`src/rtl/router_pkg.sv`:
```
// Shared definitions for the router output schedulers.
//   N_PORTS_DEF  : default number of input ports competing for one output.
//   port_mask_t  : one bit per input port (request / grant vectors).
//   port_id_t    : binary input-port index.
//   sched_state_e: output-port allocation state.
package router_pkg;

    localparam int N_PORTS_DEF = 16;
    localparam int ID_W_DEF    = $clog2(N_PORTS_DEF);

    typedef logic [N_PORTS_DEF-1:0] port_mask_t;
    typedef logic [ID_W_DEF-1:0]    port_id_t;

    typedef enum logic {
        S_IDLE = 1'b0,
        S_BUSY = 1'b1
    } sched_state_e;

endpackage

```
`src/rtl/router_output_scheduler_if.sv`:
```
// Handshake bundle between the input side / crossbar and one output scheduler.
//   req         : per-input request level for this output.
//   flit_valid  : granted input presents a flit (muxed by grant).
//   flit_tail   : current flit closes its packet (qualified by flit_valid).
//   out_ready   : downstream accepts a flit this cycle.
//   grant       : one-hot crossbar select, zero when idle.
//   grant_id    : binary index of the granted input, valid while busy.
//   busy        : output port is allocated.
//   timeout_err : one-cycle pulse on a watchdog release.
// master = requesters/crossbar side, slave = the scheduler.
interface router_output_scheduler_if
    import router_pkg::*;
#(
    parameter int N_PORTS = N_PORTS_DEF,
    parameter int ID_W    = $clog2(N_PORTS)
);
    logic [N_PORTS-1:0] req;
    logic               flit_valid;
    logic               flit_tail;
    logic               out_ready;
    logic [N_PORTS-1:0] grant;
    logic [ID_W-1:0]    grant_id;
    logic               busy;
    logic               timeout_err;

    modport master (
        output req, flit_valid, flit_tail, out_ready,
        input  grant, grant_id, busy, timeout_err
    );

    modport slave (
        input  req, flit_valid, flit_tail, out_ready,
        output grant, grant_id, busy, timeout_err
    );
endinterface

```
`src/rtl/rr_pick.sv`:
```
// Combinational round-robin picker.
//   req           : request vector.
//   ptr           : highest-priority index for this pick.
//   found         : at least one request is set.
//   winner_id     : first set request at or above ptr, wrapping to 0.
//   winner_onehot : winner_id as a one-hot mask (zero when !found).
module rr_pick
    import router_pkg::*;
#(
    parameter int N_PORTS = N_PORTS_DEF,
    parameter int ID_W    = $clog2(N_PORTS)
) (
    input  logic [N_PORTS-1:0] req,
    input  logic [ID_W-1:0]    ptr,
    output logic               found,
    output logic [ID_W-1:0]    winner_id,
    output logic [N_PORTS-1:0] winner_onehot
);
    logic [N_PORTS-1:0] req_hi;
    logic [N_PORTS-1:0] pick;

    assign found = |req;

    // NOTE: blocking assignments inside always_comb are intentional; the loop
    // must see its own partial results within the same evaluation.
    always_comb begin
        // NOTE: every output gets a default before any conditional code so no
        // path leaves a value unassigned (which would infer a latch).
        req_hi        = '0;
        winner_id     = '0;
        winner_onehot = '0;
        for (int i = 0; i < N_PORTS; i++) begin
            req_hi[i] = req[i] & (ID_W'(i) >= ptr);
        end
        // Requests at/above the pointer win; otherwise wrap to the low ones.
        pick = (|req_hi) ? req_hi : req;
        // Descending scan so the lowest set index is the last one written.
        for (int i = N_PORTS - 1; i >= 0; i--) begin
            if (pick[i]) begin
                winner_id = ID_W'(i);
            end
        end
        if (found) begin
            winner_onehot[winner_id] = 1'b1;
        end
    end
endmodule

```
`src/rtl/router_output_scheduler.sv`:
```
// Per-output-port packet scheduler: round-robin arbitration among N_PORTS
// inputs, grant held for a whole packet, stall watchdog for stuck inputs.
//   clk, reset_n : clock and synchronous active-low reset.
//   bus          : slave side of router_output_scheduler_if (see that file).
// Parameters: N_PORTS, ID_W, MAX_STALL (0 disables the watchdog), CNT_W.
module router_output_scheduler
    import router_pkg::*;
#(
    parameter int N_PORTS   = N_PORTS_DEF,
    parameter int ID_W      = $clog2(N_PORTS),
    parameter int MAX_STALL = 255,
    parameter int CNT_W     = 8
) (
    input logic                       clk,
    input logic                       reset_n,
    router_output_scheduler_if.slave  bus
);
    sched_state_e       state_q, state_d;
    logic [N_PORTS-1:0] grant_q, grant_d;
    logic [ID_W-1:0]    grant_id_q, grant_id_d;
    logic [ID_W-1:0]    rr_ptr_q, rr_ptr_d;
    logic [CNT_W-1:0]   stall_q, stall_d;
    logic               timeout_q, timeout_d;

    logic               found;
    logic [ID_W-1:0]    win_id;
    logic [N_PORTS-1:0] win_oh;
    logic               xfer;
    logic               rel_tail;
    logic               rel_drop;
    logic               rel_wd;

    rr_pick #(
        .N_PORTS (N_PORTS),
        .ID_W    (ID_W)
    ) u_pick (
        .req           (bus.req),
        .ptr           (rr_ptr_q),
        .found         (found),
        .winner_id     (win_id),
        .winner_onehot (win_oh)
    );

    assign xfer     = (state_q == S_BUSY) & bus.flit_valid & bus.out_ready;
    assign rel_tail = xfer & bus.flit_tail;
    assign rel_drop = ~bus.req[grant_id_q];

    generate
        if (MAX_STALL != 0) begin : g_wd
            // Fires on the MAX_STALL-th consecutive busy cycle without a transfer.
            assign rel_wd = (stall_q == CNT_W'(MAX_STALL - 1)) & ~xfer;
        end else begin : g_no_wd
            assign rel_wd = 1'b0;
        end
    endgenerate

    always_comb begin
        state_d    = state_q;
        grant_d    = grant_q;
        grant_id_d = grant_id_q;
        rr_ptr_d   = rr_ptr_q;
        stall_d    = stall_q;
        timeout_d  = 1'b0;
        case (state_q)
            S_IDLE: begin
                // Arbitration samples req only here, so each grant is preceded
                // by at least one idle cycle.
                if (found) begin
                    state_d    = S_BUSY;
                    grant_d    = win_oh;
                    grant_id_d = win_id;
                    stall_d    = '0;
                end
            end
            S_BUSY: begin
                if (rel_tail || rel_drop || rel_wd) begin
                    state_d   = S_IDLE;
                    grant_d   = '0;
                    rr_ptr_d  = (grant_id_q == ID_W'(N_PORTS - 1)) ? '0 : grant_id_q + 1'b1;
                    stall_d   = '0;
                    // Tail and withdrawal take precedence; only a pure watchdog
                    // release is reported as an error.
                    timeout_d = ~rel_tail & ~rel_drop;
                end else if (xfer) begin
                    stall_d = '0;
                end else if (stall_q != '1) begin
                    stall_d = stall_q + 1'b1;
                end
            end
            default: begin
                state_d = S_IDLE;
                grant_d = '0;
            end
        endcase
    end

    // NOTE: state registers use non-blocking assignments so every flop samples
    // pre-edge values; reset here is synchronous, matching the rest of the router.
    always_ff @(posedge clk) begin
        if (!reset_n) begin
            state_q    <= S_IDLE;
            grant_q    <= '0;
            grant_id_q <= '0;
            rr_ptr_q   <= '0;
            stall_q    <= '0;
            timeout_q  <= 1'b0;
        end else begin
            state_q    <= state_d;
            grant_q    <= grant_d;
            grant_id_q <= grant_id_d;
            rr_ptr_q   <= rr_ptr_d;
            stall_q    <= stall_d;
            timeout_q  <= timeout_d;
        end
    end

    assign bus.grant       = grant_q;
    assign bus.grant_id    = grant_id_q;
    assign bus.busy        = (state_q == S_BUSY);
    assign bus.timeout_err = timeout_q;
endmodule

```
`src/flat_wrapper.sv`:
```
// flat-port wrapper written by rule: the top's interface ports become plain ports
module router_output_scheduler_flat import router_pkg::*;
#(
    parameter int N_PORTS   = N_PORTS_DEF,
    parameter int ID_W      = $clog2(N_PORTS),
    parameter int MAX_STALL = 255,
    parameter int CNT_W     = 8
)
  (clk, reset_n, bus_req, bus_flit_valid, bus_flit_tail, bus_out_ready, bus_grant, bus_grant_id, bus_busy, bus_timeout_err);
  router_output_scheduler_if #(.N_PORTS(N_PORTS), .ID_W(ID_W)) bus_i ();
  input logic clk;
  input logic reset_n;
  input wire logic [$bits(bus_i.req)-1:0] bus_req;
  input wire logic [$bits(bus_i.flit_valid)-1:0] bus_flit_valid;
  input wire logic [$bits(bus_i.flit_tail)-1:0] bus_flit_tail;
  input wire logic [$bits(bus_i.out_ready)-1:0] bus_out_ready;
  output wire logic [$bits(bus_i.grant)-1:0] bus_grant;
  output wire logic [$bits(bus_i.grant_id)-1:0] bus_grant_id;
  output wire logic [$bits(bus_i.busy)-1:0] bus_busy;
  output wire logic [$bits(bus_i.timeout_err)-1:0] bus_timeout_err;
  assign bus_i.req = bus_req;
  assign bus_i.flit_valid = bus_flit_valid;
  assign bus_i.flit_tail = bus_flit_tail;
  assign bus_i.out_ready = bus_out_ready;
  assign bus_grant = bus_i.grant;
  assign bus_grant_id = bus_i.grant_id;
  assign bus_busy = bus_i.busy;
  assign bus_timeout_err = bus_i.timeout_err;
  router_output_scheduler #(.N_PORTS(N_PORTS), .ID_W(ID_W), .MAX_STALL(MAX_STALL), .CNT_W(CNT_W)) u_core (.clk(clk), .reset_n(reset_n), .bus(bus_i));
endmodule
```
`config.mk`:
```
export PLATFORM = sky130hd
export DESIGN_NAME = router_output_scheduler_flat
export DESIGN_NICKNAME = d
export VERILOG_FILES = /design/src/rtl/router_pkg.sv /design/src/rtl/router_output_scheduler_if.sv /design/src/rtl/rr_pick.sv /design/src/rtl/router_output_scheduler.sv /design/src/flat_wrapper.sv
export SDC_FILE = /design/constraint.sdc
export NUM_CORES = 1
export LEC_CHECK = 0
export CAP_MARGIN = 15
export CORE_MARGIN = 5
export CORE_UTILIZATION = 50
export DETAILED_ROUTE_END_ITERATION = 6
export GPL_ROUTABILITY_DRIVEN = 0
export HOLD_SLACK_MARGIN = 0.03
export PLACE_DENSITY = 0.77
export SLEW_MARGIN = 20
export SYNTH_ARGS = -nofsm -noshare
export SYNTH_HDL_FRONTEND = slang
export SYNTH_SLANG_ARGS = --single-unit
export TNS_END_PERCENT = 50
```
`constraint.sdc`:
```
create_clock -name clk -period 6.5 [get_ports clk]
set_clock_uncertainty 0.05 [all_clocks]
set_input_delay 0.975 -clock clk [delete_from_list [all_inputs] [get_ports clk]]
set_output_delay 0.975 -clock clk [all_outputs]
set_load 0.02 [all_outputs]
```
==> results.cfg <==
[run_status]
status = finished, final reports clean

[timing]
max_freq_mhz = 264
fin_tns_setup_ps = 0
worstMarginPinSlew_ps = 933
drv_slew = 0
min_period_ps = 3780
setup_viol = 0
rsz0062_at_grt = false
holdWs_ps = 402
hold_viol_final = 0
period_share_pct = 58.2
slew_headroom_pct = 37.6

[synthesis]
yosys_warnings = 0
synth_top_cell_area_share_pct = 29.7
synth_area_um2 = 2290
syn-num-nets = 304
synth_top_area_cell = dfxtp_1
ys_top_cells_by_area = dfxtp_1 (30%), nand2_1 (5.2%), mux4_2 (4.9%), nor2_1 (4.9%), a21oi_1 (3.9%)
async_reset_ff_share_pct = 0
synth.distinct_cells = 60
ys.flop_type = dfxtp_1
avgSynthCellArea_um2 = 8.19
ys_seq_area_share_pct = 29.7
synthCells = 280
synth_edf_count = 0
synth_seq_cells = 34

[layout]
nets = 341
syn_to_final_growth_pct = 22.4
num-fill-cells = 393
antenna_cells = 0
drive_gt1_share_pct = 9.15
post-route-util_pct = 63.6

[routing]
drtIter0Drc = 171
viasPerCell = 6.30
drtPass1Iterations = 4
vias = 2325
drt-wirelength-per-cell_um = 17.0
route.detailed.drc = 0
routed_wl_um = 6270
ant_nets = 0

[clock_tree]
clkSlewWorstSetupHoldPaths_ps = 70
cts_buffers = 5
holdBufCountCts = 0
post_cts_resized = 0
clock_latency_ps = 290
htreeDepth = 2
postCtsSetupBuffers = 0
cts_buffer_depth = 2
clock_sink_count = 34
clock-root-buffer = clkbuf_8
cts_tree = done

[critical_path]
path_cells = clkdlybuf4s50_1, nor2b_1, a2111oi_4, o211ai_2, o41ai_1, o311ai_2, o311ai_1, or4_4, o31ai_1
crit_slowest_cell = or4_4
max_stage_delay_ps = 580
worstSetupPathType = input pin to register
start_kind = input pin
endpoint_kind = register
crit_path_max_fanout = 8
crit_required_ps = 6650
cp.arrival_ps = 3930

[grt]
antenna_found_initial = 0
grt-ovfl-total = 0
grt_max_degree = 20
grt_pass1_vias = 2194
track_usage_pct = 20.8
grt_pass1_wl_um = 10500

[floorplan]
num_rows = 24
die_w_um = 77.7
die_area_um2 = 6040
pin_count = 43
core-area_um2 = 4410
die_h_um = 77.7
start_util_pct = 52.0

[power]
ir_drop_mv = 0.126
p_per_area_nw_per_um2 = 222
leakage_nw = 0.933

[place]
dp_hpwl_um = 4610
io_buffers = 42

[min_path]
min_path_type = register to register

[job]
cap_violations = 0
## layer usage
layer  wire (um)  up-vias  GRT usage (%)
met5           0        -              0
met4         128        0           7.56
met3         461       16           4.28
met2        2920       77           32.6
met1        2760     1086           28.3
li1            -     1146              -
## cells in the final DEF (no fill, tap or decap), drive strengths merged, types with 4 or more instances in the layout
master         instances
a31oi                  9
and2                   4
a21oi                 18
dfxtp                 34
o211ai                 6
mux4                   5
nand2                 32
o22ai                  4
o21ai                 14
nand4                  6
and3                   4
nand3                  6
inv                   11
nor2b                  4
nor2                  31
nor3                   4
clkdlybuf4s50         42
a32o                   6
xor2                   6
o21a                   6
o31ai                 12
clkbuf                 5
## worst paths after layout
check / startpoint / slack [ps] / depth (start not counted) / to
setup / recovery: bus_req[3] / 2720 / 9 / u_core.bus.grant[11]
hold / removal: u_core.bus.grant[8] / 400 / 2 / u_core.bus.grant[8]
setup reg to reg: u_core.rr_ptr_q[1] / 3250 / 8 / u_core.bus.grant[11]
hold reg to reg: u_core.bus.grant[8] / 400 / 2 / u_core.bus.grant[8]
## flip-flops by register name, indices dropped and copies added, names as in the netlist
register	flops
u_core.bus.grant_id	4
u_core.bus.busy	1
u_core.bus.grant	16
u_core.stall_q	8
u_core.rr_ptr_q	4
u_core.bus.timeout_err	1
## metrics by stage
step | cell area (um2) | worst slack [ps] | power [W] | std cells
2_1_floorplan | 2290 | 3310 | 0.000400 | 280
3_3_place_gp | 2730 | 2570 | 0.000470 | 362
3_5_place_dp | 2730 | 2430 | 0.000472 | 362
4_1_cts | 2810 | 2740 | 0.000621 | 369
5_1_grt | 2810 | 2450 | 0.000657 | 369
6_report | 2810 | 2720 | 0.000623 | 369
## cell type report
type / instances / area [um2] / share of cell area [%]
clock buffer: 5 / 68.8 / 2.45
clock inverter: 2 / 10.0 / 0.357
inverter: 11 / 41.3 / 1.47
multi-input combinational: 223 / 1520 / 54.2
sequential: 34 / 681 / 24.2
tap: 52 / 65.1 / 2.32
timing repair buffer: 42 / 420 / 15.0
## Yosys cell counts (4+ instances only)
library cell / number
o22ai_1: 4
buf_2: 4
nand2_1: 32
nor2b_1: 4
and2_1: 4
clkbuf_1: 7
o31ai_1: 11
inv_1: 11
a31oi_1: 6
dfxtp_1: 34
nor2_1: 30
a21oi_1: 18
nor3_1: 4
and3_1: 4
o211ai_1: 5
o21a_1: 6
xor2_1: 6
o21ai_0: 10
a32o_1: 6
nand3_1: 6
mux4_2: 5
nand4_1: 6
## cells by family after synthesis
family	count (synthesis)	share of synthesized area, %
simple gates	106	23.0
compound gates	99	32.8
flops	34	29.7
buf+inv	23	3.98
xor+xnor	8	3.06
mux	6	5.35
fa+ha+maj	4	2.07
## power breakdown
part | internal, W | total [W] | switching, W
logic | 0.0000921 | 0.000218 | 0.000126
registers | 0.000222 | 0.000254 | 0.0000318
clock network | 0.0000719 | 0.000152 | 0.0000797
total | 0.000386 | 0.000623 | 0.000237
## critical path, delay by kind of cell
| family | cells | cell delay, ps |
|---|---|---|
| buffers and inverters | 1 | 570 |
| AO/OA/AOI/OAI | 6 | 1510 |
| AND/OR/NAND/NOR | 2 | 870 |
Note: power is estimated with default switching activity, not from simulation.
